--- src/rtl/loader_pkg.sv ---
// Shared types and constants for the host-side program loader.
//   loader_state_t : frame-parsing state
//   ADDR_W/DATA_W  : RAM address / data widths
//   CNT_W          : payload counter width (must hold 256)
//   LEN_FULL       : payload length encoded by a LEN byte of zero
package loader_pkg;

  localparam int unsigned ADDR_W = 8;
  localparam int unsigned DATA_W = 8;
  localparam int unsigned CNT_W  = 9;

  localparam logic [CNT_W-1:0] LEN_FULL = 9'd256;

  typedef enum logic [2:0] {
    LEN,
    DATA,
    CSUM,
    RUN,
    ERR
  } loader_state_t;

  // True while a frame is being received.
  function automatic logic is_loading(input loader_state_t s);
    return (s == LEN) || (s == DATA) || (s == CSUM);
  endfunction

endpackage

--- src/rtl/prog_loader.sv ---
// Program loader: receives a framed byte stream (LEN, N payload bytes, CSUM)
// over valid/ready, writes the payload into program RAM starting at BASE and
// holds the CPU in reset until the frame checksum verifies.
// Ports:
//   clk, rst          : clock, synchronous active-high reset
//   start             : one-cycle pulse, begins a new load from RUN or ERR
//   in_valid/in_data  : host byte stream
//   in_ready          : loader accepts a byte this cycle
//   mem_wren/addr/data: RAM write port (addr/data hold when not writing)
//   cpu_rst           : CPU reset hold, low only after a verified frame
//   busy              : frame reception in progress
//   err               : last frame failed its checksum (sticky)
module prog_loader
  import loader_pkg::*;
#(
  parameter logic [ADDR_W-1:0] BASE = 8'h00
) (
  input  logic              clk,
  input  logic              rst,
  input  logic              start,
  input  logic              in_valid,
  input  logic [DATA_W-1:0] in_data,
  output logic              in_ready,
  output logic              mem_wren,
  output logic [ADDR_W-1:0] mem_addr,
  output logic [DATA_W-1:0] mem_data,
  output logic              cpu_rst,
  output logic              busy,
  output logic              err
);

  loader_state_t      state;
  loader_state_t      state_nxt;
  logic [CNT_W-1:0]   remaining;
  logic [DATA_W-1:0]  sum;
  logic [ADDR_W-1:0]  wr_ptr;

  logic               xfer_c;
  logic [CNT_W-1:0]   len_n_c;

  // Handshake decode and next-state selection.
  always_comb begin
    xfer_c    = in_valid && in_ready;
    len_n_c   = (in_data == '0) ? LEN_FULL : CNT_W'(in_data);
    state_nxt = state;
    case (state)
      LEN:  if (xfer_c) state_nxt = DATA;
      DATA: if (xfer_c && (remaining == CNT_W'(1))) state_nxt = CSUM;
      CSUM: if (xfer_c) state_nxt = (in_data == sum) ? RUN : ERR;
      RUN:  if (start) state_nxt = LEN;
      ERR:  if (start) state_nxt = LEN;
      default: state_nxt = LEN;
    endcase
  end

  // Datapath and registered outputs; outputs follow the next state so they
  // change on the same edge as the state itself.
  always_ff @(posedge clk) begin
    if (rst) begin
      state     <= LEN;
      remaining <= '0;
      sum       <= '0;
      wr_ptr    <= BASE;
      mem_wren  <= 1'b0;
      mem_addr  <= BASE;
      mem_data  <= '0;
      in_ready  <= 1'b1;
      busy      <= 1'b1;
      cpu_rst   <= 1'b1;
      err       <= 1'b0;
    end else begin
      state    <= state_nxt;
      mem_wren <= 1'b0;
      case (state)
        LEN: begin
          if (xfer_c) begin
            remaining <= len_n_c;
            sum       <= '0;
            wr_ptr    <= BASE;
          end
        end
        DATA: begin
          if (xfer_c) begin
            mem_wren  <= 1'b1;
            mem_addr  <= wr_ptr;
            mem_data  <= in_data;
            wr_ptr    <= wr_ptr + ADDR_W'(1);
            sum       <= sum + in_data;
            remaining <= remaining - CNT_W'(1);
          end
        end
        default: ;
      endcase
      in_ready <= is_loading(state_nxt);
      busy     <= is_loading(state_nxt);
      cpu_rst  <= (state_nxt != RUN);
      err      <= (state_nxt == ERR);
    end
  end

endmodule

--- config.mk ---
export PLATFORM = sky130hd
export DESIGN_NAME = prog_loader
export DESIGN_NICKNAME = d
export VERILOG_FILES = /design/src/rtl/loader_pkg.sv /design/src/rtl/prog_loader.sv
export SDC_FILE = /design/constraint.sdc
export NUM_CORES = 1
export LEC_CHECK = 0
export CORE_MARGIN = 2
export CORE_UTILIZATION = 63
export DETAILED_ROUTE_END_ITERATION = 10
export DONT_BUFFER_PORTS = 1
export GPL_TIMING_DRIVEN = 0
export PLACE_DENSITY_LB_ADDON = 0.1
export REMOVE_ABC_BUFFERS = 1
export SYNTH_ARGS = -nofsm -noshare
export SYNTH_HDL_FRONTEND = slang
export SYNTH_SLANG_ARGS = --single-unit
--- constraint.sdc ---
create_clock -name clk -period 3.8 [get_ports clk]
set_input_delay 0.76 -clock clk [delete_from_list [all_inputs] [get_ports clk]]
set_output_delay 0.76 -clock clk [all_outputs]
set_load 0.02 [all_outputs]
==> summary.md, run 1 <==
| Metric | Value |
|---|---|
| Cell taking the most area after synthesis | `sky130_fd_sc_hd__dfxtp_1` |
| DRC violations left | `0` |
| Antenna Cells | `0` |
| Highest clock rate | `352 MHz` |
| Number of input and output port buffers inserted | `0` |
| Worst-path fanout max | `19` |
| Hold slack final | `0.464 ns` |
| Antenna violations before repair | `0` |
| Critical Setup Path Class | `reg -> reg` |
| Area used by sequential logic in the layout | `961 sq um` |
| Synth area leaders | `sky130_fd_sc_hd__dfxtp_1, sky130_fd_sc_hd__a21oi_1, sky130_fd_sc_hd__nand2_1, sky130_fd_sc_hd__ha_1, sky130_fd_sc_hd__nor2_1` |
| R2R depth | `5` |
| Area taken by multi-input logic gates | `1340 sq um` |
| Power per Cell Area | `430 nW/um^2` |
| I/O pin count | `33` |
| Worst supply voltage drop on vdd | `0.286 mV` |
| Number of core rows | `22` |
| Number of stages on the worst hold path | `2` |
| Area of placed instances | `2380 sq um` |
| Data required time of the critical path | `4.04 ns` |
| Clock insertion delay at the later pin of the skew report | `0.30 ns` |
| First-iteration detailed-routing DRC count | `154` |
| Die height | `65.8 microns` |
| Launch point of the worst reg-to-reg path | `busy` |
| Longest Clk Path Bufs | `2` |
| Post CTS Setup Buffer Count | `0` |
| H-tree levels | `2` |
| Per-cell via count in the routed design | `6.07` |
| Max Used Layer | `met4` |
| Die area | `4330 sq um` |
| Clk slew on worst S/H paths | `0.09 ns` |
| Slew margin rel. | `32.8%` |
| Final ANT Viol Nets | `0` |
| Total non-filler cell area in the finished layout | `2510 sq um` |
| Final Wtd Congestion | `0.874` |
| Outcome | `finished clean` |
| Most used DFF post-synth | `sky130_fd_sc_hd__dfxtp_1` |
| Source of the worst hold timing path | `wr_ptr[7]` |
| Synthesis Warnings | `0` |
| Number of failing setup endpoints in the final timing report | `0` |
| First-pass GRT wire length | `8.68 mm` |
| Pin count of the biggest net entering global routing | `42` |
| Total of cells resized after clock tree synthesis | `0` |
| Routed met3 length | `306 microns` |
| DR WL met2 | `2.33 mm` |
| Routed wire length | `5.11 mm` |
| Starting utilization of the core area | `65.8%` |
| Post-placement worst setup slack | `0.965 ns` |
| Sinks on the clock net | `48` |
| Clock tree from TritonCTS | `done` |
| Area share of the leading cell type in the synthesized netlist | `39.9%` |
| Netlist area before placement | `2410 sq um` |
| Destination of the worst hold path | `mem_addr[7]` |
| Number of enable-type register cells in the synthesized netlist | `0` |
| Share of the cycle needed by the critical path after routing | `74.8%` |
| Share of cells above drive strength 1 | `7.53%` |
| Sequential cell area fraction in the yosys report | `39.9%` |
| Total power after layout | `0.00108 W` |
| Via count | `1986` |
| Filler Cell Count | `306` |
| Endpoint of the worst-slack reg-to-reg timing path | `wr_ptr[4]` |
| Arrival time at the worst endpoint | `3.08 ns` |
| CTS hold repair buffers | `0` |
| Async set-or-reset flop fraction in the synthesized netlist | `0%` |
| Router iterations before antenna repair | `4` |
| Most instantiated library cell after synthesis | `sky130_fd_sc_hd__dfxtp_1` |
| Count of max-cap constraint violations | `0` |
| Pin slew with the least headroom to its limit | `0.994 ns` |
| Hold/Removal Path Class | `reg -> reg` |
| Post-DR wirelength/cell | `15.6 microns` |
| Most common library cells after synthesis | `sky130_fd_sc_hd__dfxtp_1, sky130_fd_sc_hd__nand2_1, sky130_fd_sc_hd__a21oi_1, sky130_fd_sc_hd__nor2_1, sky130_fd_sc_hd__o21ai_0` |
| Final Hold Viols | `0` |
| Area growth from synthesis to layout | `4.21%` |
| Number of buffers created by CTS | `5` |
| Net count reported at finish | `301` |
| R2R setup slack | `0.96 ns` |
| Clock period minus final worst setup slack | `2.84 ns` |
| Count of distinct cell types in the synthesized netlist | `51` |
| Area of the core region | `3660 sq um` |
| Unrepaired setup endpoints after global routing | `no` |
| Per-instance average area after synthesis | `8.42 sq um` |
| Sum of net half-perimeters after detailed placement | `3.35 mm` |
| Final Slew Violations | `0` |
| Skew final | `0.00452 ns` |
| Die W | `65.8 microns` |
| Number of instances in the synthesized netlist | `286` |
| Final total negative setup slack | `0 ns` |
| Capturing element type of the critical path | `flip-flop` |
| Grt ovf | `0` |
| Number of global-route vias before repair | `1860` |
| Final worst-path setup slack | `0.957 ns` |
| Synthesis-stage register bit count | `48` |
| Global Route Usage Sum | `26.4%` |
| Startpoint Class | `flip-flop` |
| Leakage dissipation | `0.932 nW` |
| Root buf cell | `sky130_fd_sc_hd__clkbuf_8` |
| Metal-1 WL | `2.38 mm` |
[cell usage in the layout, fill, tap and decap left out, drive strengths merged, types with 2 or more instances in the layout]
cell type	n
and3	3
o21a	2
nand3b	2
xnor2	4
nand2b	4
o22ai	2
nand2	48
nor3b	2
nor3	5
a211oi	5
nor4	5
a32o	2
xor2	2
or4	2
mux2	2
inv	5
or3	3
nor2	23
dfxtp	48
a21oi	38
nand3	9
or2	2
ha	10
clkbuf	7
a221oi	2
o21ai	14
a22oi	8
o21bai	2
a21o	4
[how the worst max path moves through the flow]
stage | startpoint | endpoint | slack (ns) | cells after the start
global route | busy | wr_ptr[4] | 0.74 | 5
floorplan | busy | wr_ptr[4] | 0.88 | 4
CTS | busy | wr_ptr[4] | 0.93 | 5
finish | busy | wr_ptr[4] | 0.96 | 5
global placement | busy | wr_ptr[4] | -0.15 | 4
detailed placement | busy | wr_ptr[4] | 0.96 | 5
[metrics by stage]
step,cells,util [%]
detailed placement,319,65.1
finish,327,68.5
global placement,318,64.8
CTS,327,68.5
global route,327,68.5
floorplan,270,-
[final cells by class]
cell class	instances	area share, %
Clock buffer	7	3.84
Tap cell	48	2.39
Clock inverter	1	1.20
Multi-Input combinational cell	217	53.3
Inverter	5	0.748
Timing Repair Buffer	1	0.200
Sequential cell	48	38.3
[critical path, cell delays in order, from the launching register on]
cell	delay, ns
sky130_fd_sc_hd__dfxtp_1	0.67
sky130_fd_sc_hd__nor4bb_2	0.96
sky130_fd_sc_hd__buf_2	0.31
sky130_fd_sc_hd__nand2_2	0.24
sky130_fd_sc_hd__or3_1	0.46
sky130_fd_sc_hd__a21oi_1	0.13
[cells by family (layout without fill, tap and decap cells)]
family                   count (synthesis)  after routing  synth area share (%)
AND/OR/NAND/NOR                        113            113                  24.4
AO/OA/AOI/OAI                           84             84                  21.4
flip-flops                              48             48                  39.9
buffers and inverters                   21             14                  4.78
adder cells (fa/ha/maj)                 11             11                  6.03
XOR/XNOR                                 6              6                  2.18
multiplexers                             3              3                  1.35
[power by group]
group	leakage (nW)	switching (W)	internal [W]	total (W)
Sequential	0.390	0.0000227	0.000521	0.000543
Combinational	0.478	0.0000771	0.0000539	0.000131
Clock	0.0645	0.000173	0.000232	0.000405
Total	0.932	0.000272	0.000807	0.00108
[metal layers]
layer	global-route usage, %	vias up
li1	-	1009
met1	35.6	909
met2	40.4	58
met3	6.47	10
met4	10.7	0
met5	0	-
[sequential cells by signal (all words and copies together), names as in the netlist]
signal     cells
busy           1
cpu_rst        1
err            1
mem_addr       8
mem_data       8
mem_wren       1
remaining      9
state          3
sum            8
wr_ptr         8
(Power assumes the default switching activity.)
==> run 2, diff against run 1 <==
--- a/config.mk
+++ b/config.mk
@@ -6,7 +6,7 @@
 export NUM_CORES = 1
 export LEC_CHECK = 0
 export CORE_MARGIN = 2
-export CORE_UTILIZATION = 63
+export CORE_UTILIZATION = 56
 export DETAILED_ROUTE_END_ITERATION = 10
 export DONT_BUFFER_PORTS = 1
 export GPL_TIMING_DRIVEN = 0
==> constraint.sdc (replaced) <==
create_clock -name clk -period 2.55 [get_ports clk]
set_input_delay 0.51 -clock clk [delete_from_list [all_inputs] [get_ports clk]]
set_output_delay 0.51 -clock clk [all_outputs]
set_load 0.02 [all_outputs]
==> run 2 against run 1 <==
  * Register-to-register slack worse by 0.80 ns
  * Sequential power rose by 49%
  * Critical path depth did not move
  * Clock power is 36% higher
  * Fmax rose by 19%
  * Worst setup slack lost 0.80 ns
  * Via count fell by 1.8%
  * Largest power group unchanged
==> summary.md, run 2 (synthesized netlist as in run 1, its figures left out) <==
| Metric | Value |
|---|---|
| Clock tree from TritonCTS | `done (unchanged)` |
| Number of global-route vias before repair | `1821 (was 1860)` |
| Pin count of the biggest net entering global routing | `42 (unchanged)` |
| Hold slack final | `0.256 ns (was 0.464 ns)` |
| Capturing element type of the critical path | `flip-flop (unchanged)` |
| H-tree levels | `2 (unchanged)` |
| Antenna Cells | `0 (unchanged)` |
| Count of max-cap constraint violations | `0 (unchanged)` |
| Final Wtd Congestion | `0.834 (was 0.874)` |
| Per-cell via count in the routed design | `5.91 (was 6.07)` |
| Clock insertion delay at the later pin of the skew report | `0.31 ns (was 0.30 ns)` |
| Routed wire length | `5.14 mm (was 5.11 mm)` |
| Area of the core region | `4060 sq um (was 3660 sq um)` |
| Die height | `69.6 microns (was 65.8 microns)` |
| Area taken by multi-input logic gates | `1360 sq um (was 1340 sq um)` |
| I/O pin count | `33 (unchanged)` |
| Pin slew with the least headroom to its limit | `0.652 ns (was 0.994 ns)` |
| Final Slew Violations | `0 (unchanged)` |
| Total internal power | `0.00115 W (was 0.000807 W)` |
| Die area | `4840 sq um (was 4330 sq um)` |
| Slew margin rel. | `56.5% (was 32.8%)` |
| Leakage dissipation | `0.928 nW (was 0.932 nW)` |
| Total power after layout | `0.00156 W (was 0.00108 W)` |
| Final instance count without filler cells | `330 (was 327)` |
| Switching pwr | `0.000412 W (was 0.000272 W)` |
| Highest clock rate | `419 MHz (was 352 MHz)` |
| Net count reported at finish | `302 (was 301)` |
| Number of core rows | `23 (was 22)` |
| Skew final | `0.00744 ns (was 0.00452 ns)` |
| R2R depth | `5 (unchanged)` |
| Share of total power in combinational logic | `12.8% (was 12.1%)` |
| Longest Clk Path Bufs | `2 (unchanged)` |
| Critical Setup Path Class | `reg -> reg (unchanged)` |
| Power per Cell Area | `620 nW/um^2 (was 430 nW/um^2)` |
| Area used by sequential logic in the layout | `961 sq um (unchanged)` |
| Outcome | `finished clean (unchanged)` |
| Number of buffers created by CTS | `5 (unchanged)` |
| Sum of net half-perimeters after detailed placement | `3.38 mm (was 3.35 mm)` |
| R2R setup slack | `0.16 ns (was 0.96 ns)` |
| Worst-path fanout max | `21 (was 19)` |
| Flop pwr share | `51.8% (was 50.3%)` |
| CTS hold repair buffers | `0 (unchanged)` |
| Grt ovf | `0 (unchanged)` |
| Final ANT Viol Nets | `0 (unchanged)` |
| Share of cells above drive strength 1 | `7.86% (was 7.53%)` |
| First-iteration detailed-routing DRC count | `120 (was 154)` |
| Fraction of the core area covered by cells at the end of the flow | `62.1% (was 68.5%)` |
| Clk slew on worst S/H paths | `0.09 ns (about the same)` |
| Source of the worst hold timing path | `rst (was wr_ptr[7])` |
| Root buf cell | `sky130_fd_sc_hd__clkbuf_8 (unchanged)` |
| Critical path destination | `sum[7] (was wr_ptr[4])` |
| Global Route Usage Sum | `21.7% (was 26.4%)` |
| Number of input and output port buffers inserted | `0 (unchanged)` |
| Arrival time at the worst endpoint | `2.59 ns (was 3.08 ns)` |
| Cell count after placement | `321 (was 319)` |
| Switching Share | `26.4% (was 25.2%)` |
| Router iterations before antenna repair | `4 (unchanged)` |
| Area growth from synthesis to layout | `4.68% (was 4.21%)` |
| Number of failing setup endpoints in the final timing report | `0 (unchanged)` |
| DRC violations left | `0 (unchanged)` |
| Unrepaired setup endpoints after global routing | `no (unchanged)` |
| Die W | `69.6 microns (was 65.8 microns)` |
| Clock power share | `35.3% (was 37.5%)` |
| Share of the cycle needed by the critical path after routing | `93.7% (was 74.8%)` |
| Launch point of the worst reg-to-reg path | `busy (unchanged)` |
| Largest register FFs | `9 (unchanged)` |
| Final total negative setup slack | `0 ns (unchanged)` |
| First-pass GRT wire length | `8.46 mm (was 8.68 mm)` |
| Sinks on the clock net | `48 (unchanged)` |
| Filler Cell Count | `375 (was 306)` |
| Starting utilization of the core area | `59.3% (was 65.8%)` |
| Hold/Removal Path Class | `in -> reg (was reg -> reg)` |
| Final Hold Viols | `0 (unchanged)` |
| Startpoint Class | `flip-flop (unchanged)` |
| Worst supply voltage drop on vdd | `0.274 mV (was 0.286 mV)` |
| Setup crit start | `busy (unchanged)` |
| Reg with most FFs | `remaining (unchanged)` |
| Top library cells by usage in the layout, fill and taps aside | `sky130_fd_sc_hd__dfxtp_1, sky130_fd_sc_hd__nand2_1, sky130_fd_sc_hd__a21oi_1 (unchanged)` |
| Data required time of the critical path | `2.75 ns (was 4.04 ns)` |
| Via count | `1951 (was 1986)` |
| Post-DR wirelength/cell | `15.6 microns (about the same)` |
| Antenna violations before repair | `0 (unchanged)` |
| Endpoint of the worst-slack reg-to-reg timing path | `sum[7] (was wr_ptr[4])` |
| Clock period minus final worst setup slack | `2.39 ns (was 2.84 ns)` |
| Most common cell after layout, fill and taps aside | `sky130_fd_sc_hd__dfxtp_1 (unchanged)` |
==> run 2: how the worst min path moves through the flow <==
stage,cells past startpoint,slack [ns],end
floorplan,2,0.43,mem_addr[7]
global placement,2,0.44,mem_addr[7]
detailed placement,2,0.45,mem_addr[7]
CTS,1,0.25,mem_data[2]
global route,1,0.24,mem_data[0]
finish,1,0.26,mem_data[2]
==> run 2: final cells by class <==
cell class | count | share of cell area [%]
Multi-Input combinational cell | 218 | 53.9
Inverter | 5 | 0.745
Clock buffer | 5 | 2.73
Sequential cell | 48 | 38.1
Clock inverter | 3 | 1.69
Timing Repair Buffer | 1 | 0.298
Tap cell | 50 | 2.48
==> run 2: what timing repair did <==
item,CTS,global route
gates cloned,1,0
gates resized for setup,1,1
setup buffers,0,0
setup endpoints to repair,2,1
pin swaps,1,0
==> run 2: power by group through the flow <==
stage	sequential [W]	clock (W)	combinational (W)
after global placement	0.000826	0	0.000190
after global routing	0.000814	0.000596	0.000225
after floorplan	0.000820	0	0.000156
after detailed placement	0.000827	0	0.000194
after CTS	0.000809	0.000570	0.000199
final	0.000810	0.000552	0.000200
==> run 2: routing by layer <==
layer  vias to the layer above  share of wire, %  GRT usage [%]
met5                         -                 0              0
met4                         0              0.51           6.32
met3                         4               6.3           6.25
met2                        42                47           35.1
met1                       901                46           28.1
li1                       1004                 -              -
==> run 2: through the flow <==
step           setup slack [ns]  area, sq um
3_5_place_dp            -0.0218         2390
2_1_floorplan            -0.371         2310
4_1_cts                   0.146         2510
6_report                  0.162         2520
5_1_grt                  0.0648         2520
3_3_place_gp              -1.41         2370
==> run 2: critical path: stages, from the launching register on <==
cell                        delay [ns]
sky130_fd_sc_hd__dfxtp_1          0.68
sky130_fd_sc_hd__nand4bb_4        0.47
sky130_fd_sc_hd__nor2_4           0.46
sky130_fd_sc_hd__nand2_1          0.16
sky130_fd_sc_hd__mux2i_1          0.17
sky130_fd_sc_hd__mux2_2           0.35
